--- config.mk ---
export PLATFORM = sky130hd
export DESIGN_NAME = fetch_unit
export DESIGN_NICKNAME = d
export VERILOG_FILES = /design/src/rtl/fetch_unit_pkg.sv /design/src/rtl/fetch_unit_next_pc_gen.sv /design/src/rtl/fetch_unit.sv
export SDC_FILE = /design/constraint.sdc
export NUM_CORES = 1
export LEC_CHECK = 0
export CAP_MARGIN = 20
export CORE_MARGIN = 5
export CORE_UTILIZATION = 35
export DETAILED_ROUTE_END_ITERATION = 7
export PLACE_DENSITY_LB_ADDON = 0.08
export SETUP_SLACK_MARGIN = 0.5
export SLEW_MARGIN = 20
export SYNTH_ARGS = -nofsm -noshare
export SYNTH_HDL_FRONTEND = slang
export SYNTH_HIERARCHICAL = 1
export SYNTH_SLANG_ARGS = --single-unit
--- constraint.sdc ---
create_clock -name clk -period 2.85 [get_ports clk]
set_clock_uncertainty 0.2 [all_clocks]
set_input_delay 0.4275 -clock clk [delete_from_list [all_inputs] [get_ports clk]]
set_output_delay 0.4275 -clock clk [all_outputs]
set_load 0.01 [all_outputs]
--- src/rtl/fetch_unit_pkg.sv ---
// Shared definitions for the fetch unit and the instruction decoder:
// branch-class encodings, fetch FSM states and the reset NOP word.
package fetch_unit_pkg;

   typedef enum logic [1:0] {
      BR_NONE = 2'b00,
      BR_COND = 2'b01,
      BR_JALR = 2'b10,
      BR_JAL  = 2'b11
   } br_type_e;

   typedef enum logic [1:0] {
      ST_IDLE,
      ST_FETCH,
      ST_EXEC,
      ST_HALT
   } fetch_state_e;

   localparam logic [31:0] NOP_INSTR   = 32'h0000_0013;
   localparam logic [31:0] INSTR_BYTES = 32'd4;

   function automatic logic is_misaligned(input logic [31:0] addr);
      return addr[1:0] != 2'b00;
   endfunction

endpackage

--- src/rtl/fetch_unit_next_pc_gen.sv ---
// Combinational next-PC selection from the decoder branch class, plus the
// word-alignment check on the selected target.
module next_pc_gen
   import fetch_unit_pkg::*;
(
   input  logic [31:0] pc,
   input  logic [1:0]  br_type,
   input  logic        br_taken,
   input  logic [31:0] imm_val,
   input  logic [31:0] jalr_target,
   output logic [31:0] pc_plus4,
   output logic [31:0] next_pc,
   output logic        misalign
);

   logic [31:0] pc_plus_imm;

   always_comb begin
      pc_plus4    = pc + INSTR_BYTES;
      pc_plus_imm = pc + imm_val;
      next_pc     = pc_plus4;
      case (br_type)
         BR_NONE: next_pc = pc_plus4;
         BR_COND: next_pc = br_taken ? pc_plus_imm : pc_plus4;
         BR_JAL:  next_pc = pc_plus_imm;
         BR_JALR: next_pc = {jalr_target[31:1], 1'b0};
         default: next_pc = pc_plus4;
      endcase
      misalign = is_misaligned(next_pc);
   end

endmodule

--- src/rtl/fetch_unit.sv ---
// Single-issue instruction fetch sequencer: fetches the word at pc, holds it
// for the decoder until ex_done, then advances pc along the resolved branch.
module fetch_unit
   import fetch_unit_pkg::*;
#(
   parameter logic [31:0] RESET_PC = 32'h0000_0000
)
(
   input  logic        clk,
   input  logic        rst_n,
   output logic        imem_req,
   output logic [31:0] imem_addr,
   input  logic        imem_rvalid,
   input  logic [31:0] imem_rdata,
   output logic [31:0] instr,
   output logic        instr_valid,
   output logic [31:0] pc,
   output logic [31:0] pc_plus4,
   input  logic [1:0]  br_type,
   input  logic        br_taken,
   input  logic [31:0] imm_val,
   input  logic [31:0] jalr_target,
   input  logic        ex_done,
   output logic        misalign_err,
   output logic [31:0] retired
);

   fetch_state_e state_q, state_d;
   logic [31:0]  pc_q, pc_d;
   logic [31:0]  instr_q, instr_d;
   logic [31:0]  retired_q, retired_d;
   logic         imem_req_q, imem_req_d;
   logic         instr_valid_q, instr_valid_d;
   logic         misalign_err_q, misalign_err_d;

   logic [31:0]  next_pc;
   logic         next_misalign;

   next_pc_gen u_next_pc_gen (
      .pc          (pc_q),
      .br_type     (br_type),
      .br_taken    (br_taken),
      .imm_val     (imm_val),
      .jalr_target (jalr_target),
      .pc_plus4    (pc_plus4),
      .next_pc     (next_pc),
      .misalign    (next_misalign)
   );

   always_comb begin
      state_d        = state_q;
      pc_d           = pc_q;
      instr_d        = instr_q;
      retired_d      = retired_q;
      misalign_err_d = misalign_err_q;
      case (state_q)
         ST_IDLE: state_d = ST_FETCH;
         ST_FETCH: begin
            if (imem_rvalid) begin
               instr_d = imem_rdata;
               state_d = ST_EXEC;
            end
         end
         ST_EXEC: begin
            // A misaligned target still retires and commits pc before halting.
            if (ex_done) begin
               pc_d      = next_pc;
               retired_d = retired_q + 32'd1;
               if (next_misalign) begin
                  misalign_err_d = 1'b1;
                  state_d        = ST_HALT;
               end else begin
                  state_d = ST_FETCH;
               end
            end
         end
         ST_HALT: state_d = ST_HALT;
         default: state_d = ST_HALT;
      endcase
      imem_req_d    = (state_d == ST_FETCH);
      instr_valid_d = (state_d == ST_EXEC);
   end

   always_ff @(posedge clk) begin
      if (!rst_n) begin
         state_q        <= ST_IDLE;
         pc_q           <= RESET_PC;
         instr_q        <= NOP_INSTR;
         retired_q      <= '0;
         imem_req_q     <= 1'b0;
         instr_valid_q  <= 1'b0;
         misalign_err_q <= 1'b0;
      end else begin
         state_q        <= state_d;
         pc_q           <= pc_d;
         instr_q        <= instr_d;
         retired_q      <= retired_d;
         imem_req_q     <= imem_req_d;
         instr_valid_q  <= instr_valid_d;
         misalign_err_q <= misalign_err_d;
      end
   end

   assign imem_req     = imem_req_q;
   assign imem_addr    = pc_q;
   assign pc           = pc_q;
   assign instr        = instr_q;
   assign instr_valid  = instr_valid_q;
   assign misalign_err = misalign_err_q;
   assign retired      = retired_q;

endmodule
-- After elaboration in Yosys (flattened, before gate mapping)
Cells that the tools add are included.
- input bits: 103
- output and inout bits: 163
- register bits after elaboration: 101
- word-level logic and storage cells: 30
- mux-type cells: 6
- equality and inequality tests: 8
- reductions and logical operators: 6
- $add $sub $neg: 3
- operator list (kind ; count):
    case mux 32 bit (4 select lines) ; 1
    adder 32 x 1 -> 32 bit, second input constant ; 1
    adder 32 x 3 -> 32 bit, second input constant ; 1
    adder 32 bit ; 1
    2-to-1 mux 32 bit ; 1
    equality test 2 bit, second input constant ; 5
    case mux 2 bit (4 select lines) ; 1
    equality test 2 x 1 -> 1 bit, second input constant ; 3
    2-to-1 mux 2 bit ; 3
    logical NOT 2 bit ; 2
    AND reduction 2 bit ; 2
    AND reduction 3 bit ; 1
    nonzero test 2 bit ; 1

-- Longest topological paths before layout
Gate-level depths: netlist (run 1).
- depth after elaboration: 8
- mapped depth: 12
- gate-level depth less buffers: 12

-- Modules after synthesis
The synthesis (run 1) kept the hierarchy.
- modules (own cells, without submodules) (module ; times used ; seq. area each (µm²) ; cells each ; area each (µm²)):
    fetch_unit ; 1 ; 2021.9 ; 518 ; 4242.8
    next_pc_gen ; 1 ; 0.0 ; 410 ; 2808.9

-- Worst setup path after synthesis (run 1)
OpenSTA, ideal clock, no wires.
- path type: input to register
- from: input port imm_val[0]
- to: register pc_q[30], in the netlist imem_addr[30]
- path buffers: 0
- slack: -0.231 ns
- arrival: 2.811 ns
- stages on the path: 12
- setup time: 0.070 ns
- required time: 2.580 ns
- cells stage by stage: ha_1 > fa_1 > a211oi_2 > o21bai_2 > a31oi_4 > o21ai_2 > a41o_1 > a32o_1 > or4_1 > nand3_1 > nand2_1 > a21oi_1
- longest elaborated chain between the ends: 3
- ends and longest elaborated chain (what ; line ; RTL):
    from (decl) ; fetch_unit.sv:21 ; input logic [31:0] imm_val,
    adder 32 bit (*) ; fetch_unit_next_pc_gen.sv:20 ; pc_plus_imm = pc + imm_val;
    2-to-1 mux 32 bit ; fetch_unit_next_pc_gen.sv:24 ; BR_COND: next_pc = br_taken ? pc_plus_imm : pc_plus4;
    case mux 32 bit (4 select lines) (*) ; fetch_unit_next_pc_gen.sv:22 ; case (br_type)
    named net next_pc[30] ; fetch_unit.sv:36 ; logic [31:0] next_pc;
    to (signal assigned) ; fetch_unit.sv:95 ; pc_q <= pc_d;
    to (decl) ; fetch_unit.sv:29 ; logic [31:0] pc_q, pc_d;
The timed path passes the listed nets; every way through them passes the cells marked *.
A chain may end at the register's enable or synchronous reset.

-- Worst setup path in the final report (run 1)
- from: register pc_q[0], in the netlist imem_addr[0]
- to: register pc_q[20], in the netlist imem_addr[20]
- longest elaborated chain between the ends: 3
- elaborated cells between the ends (all ways): 4
- classes of those cells: 2 x add/sub; 2 x mux
- ends and longest elaborated chain (what ; line):
    adder 32 x 3 -> 32 bit / adder 32 bit (equally long branches) ; fetch_unit_next_pc_gen.sv:19, fetch_unit_next_pc_gen.sv:20
    2-to-1 mux 32 bit ; fetch_unit_next_pc_gen.sv:24
    case mux 32 bit (4 select lines) (*) ; fetch_unit_next_pc_gen.sv:22
    named net next_pc[20] ; fetch_unit.sv:36
Marked as above.

==> run summary, run 1 <==
status -> finished, final reports clean
layout cells sized above 1 -> 0.306
Core Rows -> 52
FFs w/ async S/R, synth -> 0
most common cell after layout, fill and taps aside -> clkdlybuf4s50_1
top_reg_cell synth -> dfxtp_1
area added between synthesis and finish -> 75.3%
die width -> 152 um
Global Route Usage Sum -> 0.222
CTS clk-pin slew, worst paths -> 80 ps
fin util -> 0.617
Leak -> 5.12 nW
slowest CP cell -> dfxtp_4
vias in the first global route -> 7902
Cell Pwr Density -> 289 nW/um^2
peak supply drop -> 0.280 mV
First DRT Iteration DRCs -> 470
commonest cells after routing, fill and taps aside -> 226 x clkdlybuf4s50_1, 176 x buf_4, 173 x nand2_1, 102 x a21oi_1, 89 x dfxtp_1
Mapped Area -> 7050 um^2
RSZ-0062 raised after global routing -> yes
crit-path leading delay family -> compound AO/OA/AOI/OAI gates
Yosys warning total -> 6
GP Congestion -> 0.889
Slew HR -> 0.586
Fin. Hold Viols -> 0
height of the chip -> 152 um
first-pass GRT wire length -> 42600 um
CP peak stage delay -> 360 ps
die area -> 23100 um^2
Core Region -> 20000 um^2
initial antenna violation count -> 2
post-DP HPWL -> 19600 um
Mean Syn Cell Area -> 7.60 um^2
clock latency on the worst-skew pair -> 360 ps
pin count of the biggest net entering global routing -> 86
net count after synthesis -> 1065
Worst EP required -> 2940 ps
Max-cap violations -> 0
DP Cell Count -> 1528
PortBufs -> 264
CTS Buf Count -> 9
DRC viols -> 0
Pwr Total -> 3.57 mW
routed vias -> 8178
worst hold path class -> flip-flop to flip-flop
CP Capture Type -> flip-flop
pre-CTS WS -> -607 ps
TritonCTS clock tree -> built
Slew @ Worst Pin -> 621 ps
CTS Sinks -> 101
crit-path cells -> ha_4 > fa_2 > a211oi_2 > o21bai_2 > a31oi_4 > buf_4 > o41ai_4 > a21oi_2 > o22ai_2 > buf_6 > xnor2_1 > o21ai_1 > nand2_1 > a21oi_1
Ports -> 266
post-synthesis cell count -> 928
root buf cell -> clkbuf_16
fin cells -> 1600
Crit Path Max Fanout -> 5
gr ovfl total -> 0
FMAX -> 0.356 GHz
CTS max path bufs -> 2
Final Critical Period -> 2810 ps
data arrival time of the worst path -> 2890 ps
Setup CP Type -> flip-flop to flip-flop
DRT Wirelength -> 27100 um
Starting Density -> 0.352
Post-synth EDFFs -> 0
final max-slew violation count -> 0
worst path bufs/invs -> 2
# nets final -> 1460
Cell variety after synth -> 77
drt via density -> 5.11
Avg WL per Cell -> 16.9 um
Detail Route Antenna Nets -> 0
hold_buf cts -> 0
setup_tns -> 0 ps
sequential area share after synthesis -> 0.287
CP Launch Type -> flip-flop
DR pass1 iterations -> 5
fillers -> 1806
H-tree levels -> 3
Final setup viols -> 0
crit share post-route -> 0.985
Seq cells post-synth -> 101
Final WS setup -> 43.7 ps
[routing by layer]
layer,global-route usage,up-vias,routed length [um]
li1,-,4088,-
met1,0.284,3802,11900
met2,0.360,248,12700
met3,0.0603,40,1760
met4,0.0779,0,687
met5,0,-,0
[final cells by class]
type	count	area, um^2	area share
Sequential cell	101	2050	0.166
Clock inverter	7	61.3	0.00496
Clock buffer	9	225	0.0182
Inverter	12	45.0	0.00364
Multi-Input combinational cell	730	5430	0.439
Timing Repair Buffer	469	4210	0.340
Tap cell	270	338	0.0273
Antenna cell	2	5.00	0.000405
[metrics by stage]
step / hold WS (ps) / cell area, um^2
2_1_floorplan: 281 / 7160
3_3_place_gp: 240 / 10800
3_5_place_dp: 246 / 10800
4_1_cts: 257 / 11800
5_1_grt: 268 / 12400
6_report: 256 / 12400
[state kept, by name (all words and copies together) (netlist names)]
register	flops
imem_addr	32
imem_req	1
instr	32
instr_valid	1
misalign_err	1
retired	32
state_q	2
[what timing repair did]
action,in CTS,in global routing
pin swaps,58,47
setup endpoints to repair,54,53
cloned,0,0
resized for setup,195,96
buffers inserted,26,28
[kinds of logic (layout without fill, tap and decap cells)]
| kind of cell | Yosys count | in the layout | share of synthesized area |
|---|---|---|---|
| simple gates | 371 | 371 | 0.258 |
| xor+xnor | 60 | 60 | 0.0745 |
| buf+inv | 97 | 497 | 0.0717 |
| compound gates | 244 | 244 | 0.216 |
| flops | 101 | 101 | 0.287 |
| fa+ha+maj | 34 | 34 | 0.0614 |
| other cells | 0 | 2 | 0 |
| mux | 21 | 21 | 0.0318 |
[worst reg2reg max path, delay by kind of cell (launching register included)]
kind,cells,cell delay (ps)
adders and majority gates,2,500
AOI/OAI and AO/OA,8,1170
DFF,1,360
buffers and inverters,2,320
xor gates and xnor gates,1,120
and+or+nand+nor,1,60
[worst paths after layout]
| check | from | end | slack, ps | cells after the start |
|---|---|---|---|---|
| worst max-delay path | imem_addr[0] | imem_addr[20] | 40 | 14 |
| worst min register to register | instr[9] | instr[9] | 260 | 2 |
| worst min-delay path | instr[9] | instr[9] | 260 | 2 |
| worst max register to register | imem_addr[0] | imem_addr[20] | 40 | 14 |
[report_power, final]
group	leakage [nW]	total, mW	internal (mW)	switching [mW]
Sequential	0.826	1.47	1.44	0.0276
Combinational	4.16	0.845	0.452	0.393
Clock	0.141	1.26	0.615	0.641
Total	5.12	3.57	2.51	1.06
[Yosys cell counts, types with 4 or more instances]
cell | n | area [um^2]
or4_1 | 6 | 45.0
nand2b_1 | 11 | 68.8
o31a_1 | 4 | 35.0
o21ai_0 | 25 | 125
clkbuf_1 | 38 | 143
buf_2 | 8 | 40.0
o22ai_1 | 13 | 81.3
mux2i_1 | 10 | 100
and2_1 | 6 | 37.5
a21o_1 | 10 | 75.1
buf_1 | 4 | 15.0
and3_1 | 10 | 62.6
dfxtp_1 | 101 | 2020
a22oi_1 | 8 | 60.1
nand3_1 | 39 | 195
inv_1 | 12 | 45.0
o21a_1 | 5 | 37.5
ha_1 | 33 | 413
and4_1 | 8 | 70.1
o31ai_1 | 8 | 60.1
buf_4 | 35 | 263
o211ai_1 | 6 | 45.0
xnor2_1 | 34 | 298
or3_1 | 7 | 43.8
nor3_1 | 12 | 60.1
nand2_1 | 183 | 687
nor4_1 | 6 | 37.5
mux2_2 | 11 | 124
nand4_1 | 21 | 131
o21ai_1 | 11 | 55.1
a21oi_1 | 115 | 576
nor2_1 | 37 | 139
xor2_1 | 26 | 228
o21bai_1 | 5 | 37.5
No activity file was read; power rests on OpenSTA's default activity.
==> run 2, diff against run 1 <==
SETUP_SLACK_MARGIN = default   (was 0.5)
==> run summary, run 2 (synthesis gave the netlist of run 1 again) <==
Avg WL per Cell -> 16.7 um (-1.1%)
height of the chip -> 152 um (unchanged)
clock latency on the worst-skew pair -> 350 ps (about the same)
Starting Density -> 0.352 (unchanged)
first-pass GRT wire length -> 41300 um (-2.9%)
gr ovfl total -> 0 (unchanged)
Core Region -> 20000 um^2 (unchanged)
Worst EP required -> 2930 ps (about the same)
pin count of the biggest net entering global routing -> 86 (unchanged)
Slew HR -> 0.592 (+0.00624)
Final WS setup -> -107 ps (-151 ps)
DRT Wirelength -> 26000 um (-4.2%)
GR met2 Demand/Resource -> 0.354 (-0.00656)
Final setup viols -> 1 (+1)
Final Critical Period -> 2960 ps (+151 ps)
peak supply drop -> 0.268 mV (-4.0%)
Detail Route Antenna Nets -> 0 (unchanged)
die width -> 152 um (unchanged)
RSZ-0062 raised after global routing -> yes
First DRT Iteration DRCs -> 327 (-30%)
CP Launch Type -> flip-flop
Fin. Hold Viols -> 0 (unchanged)
final max-slew violation count -> 0 (unchanged)
M3 GR Usage -> 0.0583 (-0.00199)
vias in the first global route -> 7739 (-2.1%)
FF-to-FF setup slack -> -110 ps (-150 ps)
data arrival time of the worst path -> 3040 ps (+150 ps)
Cell Pwr Density -> 310 nW/um^2 (+7.4%)
die area -> 23100 um^2 (unchanged)
H-tree levels -> 3 (unchanged)
CTS max path bufs -> 2 (unchanged)
worst hold path class -> flip-flop to flip-flop
Global Route met1 Usage -> 0.274 (-0.0100)
initial antenna violation count -> 0 (-2)
Pwr Total -> 3.54 mW (-0.72%)
area added between synthesis and finish -> 62.0%
Ports -> 266 (unchanged)
CTS Sinks -> 101 (unchanged)
Crit Path Max Fanout -> 2 (-3)
most common cell after layout, fill and taps aside -> clkdlybuf4s50_1
CTS clk-pin slew, worst paths -> 80 ps (about the same)
post-DP HPWL -> 19400 um (-1.4%)
GP Congestion -> 0.931 (+4.7%)
crit share post-route -> 1.04 (+0.0529)
fin util -> 0.570 (-0.0468)
Setup CP Type -> flip-flop to flip-flop
# nets final -> 1412 (-3.3%)
TritonCTS clock tree -> built
Global Route Usage Sum -> 0.212 (-0.00943)
layout cells sized above 1 -> 0.223 (-0.0830)
PortBufs -> 264 (unchanged)
hold_sp -> instr[29]
Critical R2R Capture -> imem_addr[30]
Max-cap violations -> 0 (unchanged)
origin of the critical flop-to-flop path -> imem_addr[0]
violated checks -> setup timing
worst hold path depth -> 2 (unchanged)
Core Rows -> 52 (unchanged)
CP Capture Type -> flip-flop
DRC viols -> 0 (unchanged)
routed vias -> 7951 (-2.8%)
commonest cells after routing, fill and taps aside -> 238 x clkdlybuf4s50_1, 182 x nand2_1, 148 x buf_4, 106 x a21oi_1, 90 x dfxtp_1
root buf cell -> clkbuf_16
DR pass1 iterations -> 4 (-1)
Worst Hold Path EP -> instr[29]
Leak -> 4.56 nW (-11%)
FF-to-FF path depth -> 13 (-1)
CTS Buf Count -> 9 (unchanged)
status -> finished, violations left
busiest grt layer -> met2
setup_tns -> -107 ps (-107 ps)
FMAX -> 0.338 GHz (-5.1%)
Slew @ Worst Pin -> 611 ps (-9.36 ps)
ANT cells -> 0 (-2)
drt via density -> 5.13 (+0.36%)
## run 2: changes by cell type in the layout (fill, tap and decap cells not counted), sizes merged
cell,delta
diode,-2
clkinvlp,-1
dlygate4sd2,-2
dlymetal6s2s,+1
clkbuf,+5
clkdlybuf4s50,+12
buf,-63
## run 2: routing by layer
| metal | up-vias | part of all wire |
|---|---|---|
| li1 | 3983 | - |
| met1 | 3697 | 0.45 |
| met2 | 238 | 0.46 |
| met3 | 33 | 0.066 |
| met4 | 0 | 0.019 |
| met5 | - | 0 |
## run 2: area by class of cell
class                           count  area [um^2]
Sequential cell                   101         2040
Tap cell                          270          338
Clock buffer                       10          229
Multi-Input combinational cell    730         4910
Fill cell                        1975         8610
Timing Repair Buffer              421         3800
Inverter                           12         45.0
Clock inverter                      6         62.6
## run 2: timing repair
item                                   4_1_cts  5_1_grt
endpoints found under the hold margin        0        0
hold buffers                                 0        0
gates resized for setup                     77       70
cloned                                       0        0
setup buffers                               10        6
setup endpoints to repair                   35       36
pin swaps                                   20       32
## run 2: worst max-delay path, cell delays in order (launching register included)
cell and delay [ps]:
dfxtp_4 370, ha_4 160, fa_2 340, a211oi_2 250, o21bai_2 120, a31oi_4 170
buf_6 120, o21ai_4 50, a41o_1 210, a32o_2 260, or4_1 390, nand3_1 80
nand2_1 50, a21oi_1 140
## run 2: stage by stage
stage | instance area (um^2) | std cells | hold slack (ps) | setup WS [ps]
global placement | 10700 | 1519 | 240 | -606
floorplan | 7070 | 928 | 281 | -80.7
finish | 11400 | 1550 | 254 | -107
CTS | 11100 | 1544 | 256 | -166
detailed placement | 10700 | 1519 | 245 | -610
global route | 11400 | 1550 | 279 | -262
## run 2: how the worst max path moves through the flow
stage                 startpoint            end  slack [ps]  cells after the start
floorplan             imm_val[0]  imem_addr[30]         -80                     12
global placement      imm_val[0]  imem_addr[30]        -610                     13
detailed placement    imm_val[0]  imem_addr[30]        -610                     13
CTS                 imem_addr[0]  imem_addr[30]        -170                     13
global route         imm_val[17]  imem_addr[30]        -260                     13
finish              imem_addr[0]  imem_addr[30]        -110                     13
## run 2: power breakdown
group          internal, mW  leakage (nW)  switching (mW)
Combinational         0.435          3.60           0.380
Clock                 0.622         0.143           0.637
Sequential             1.44         0.825          0.0256
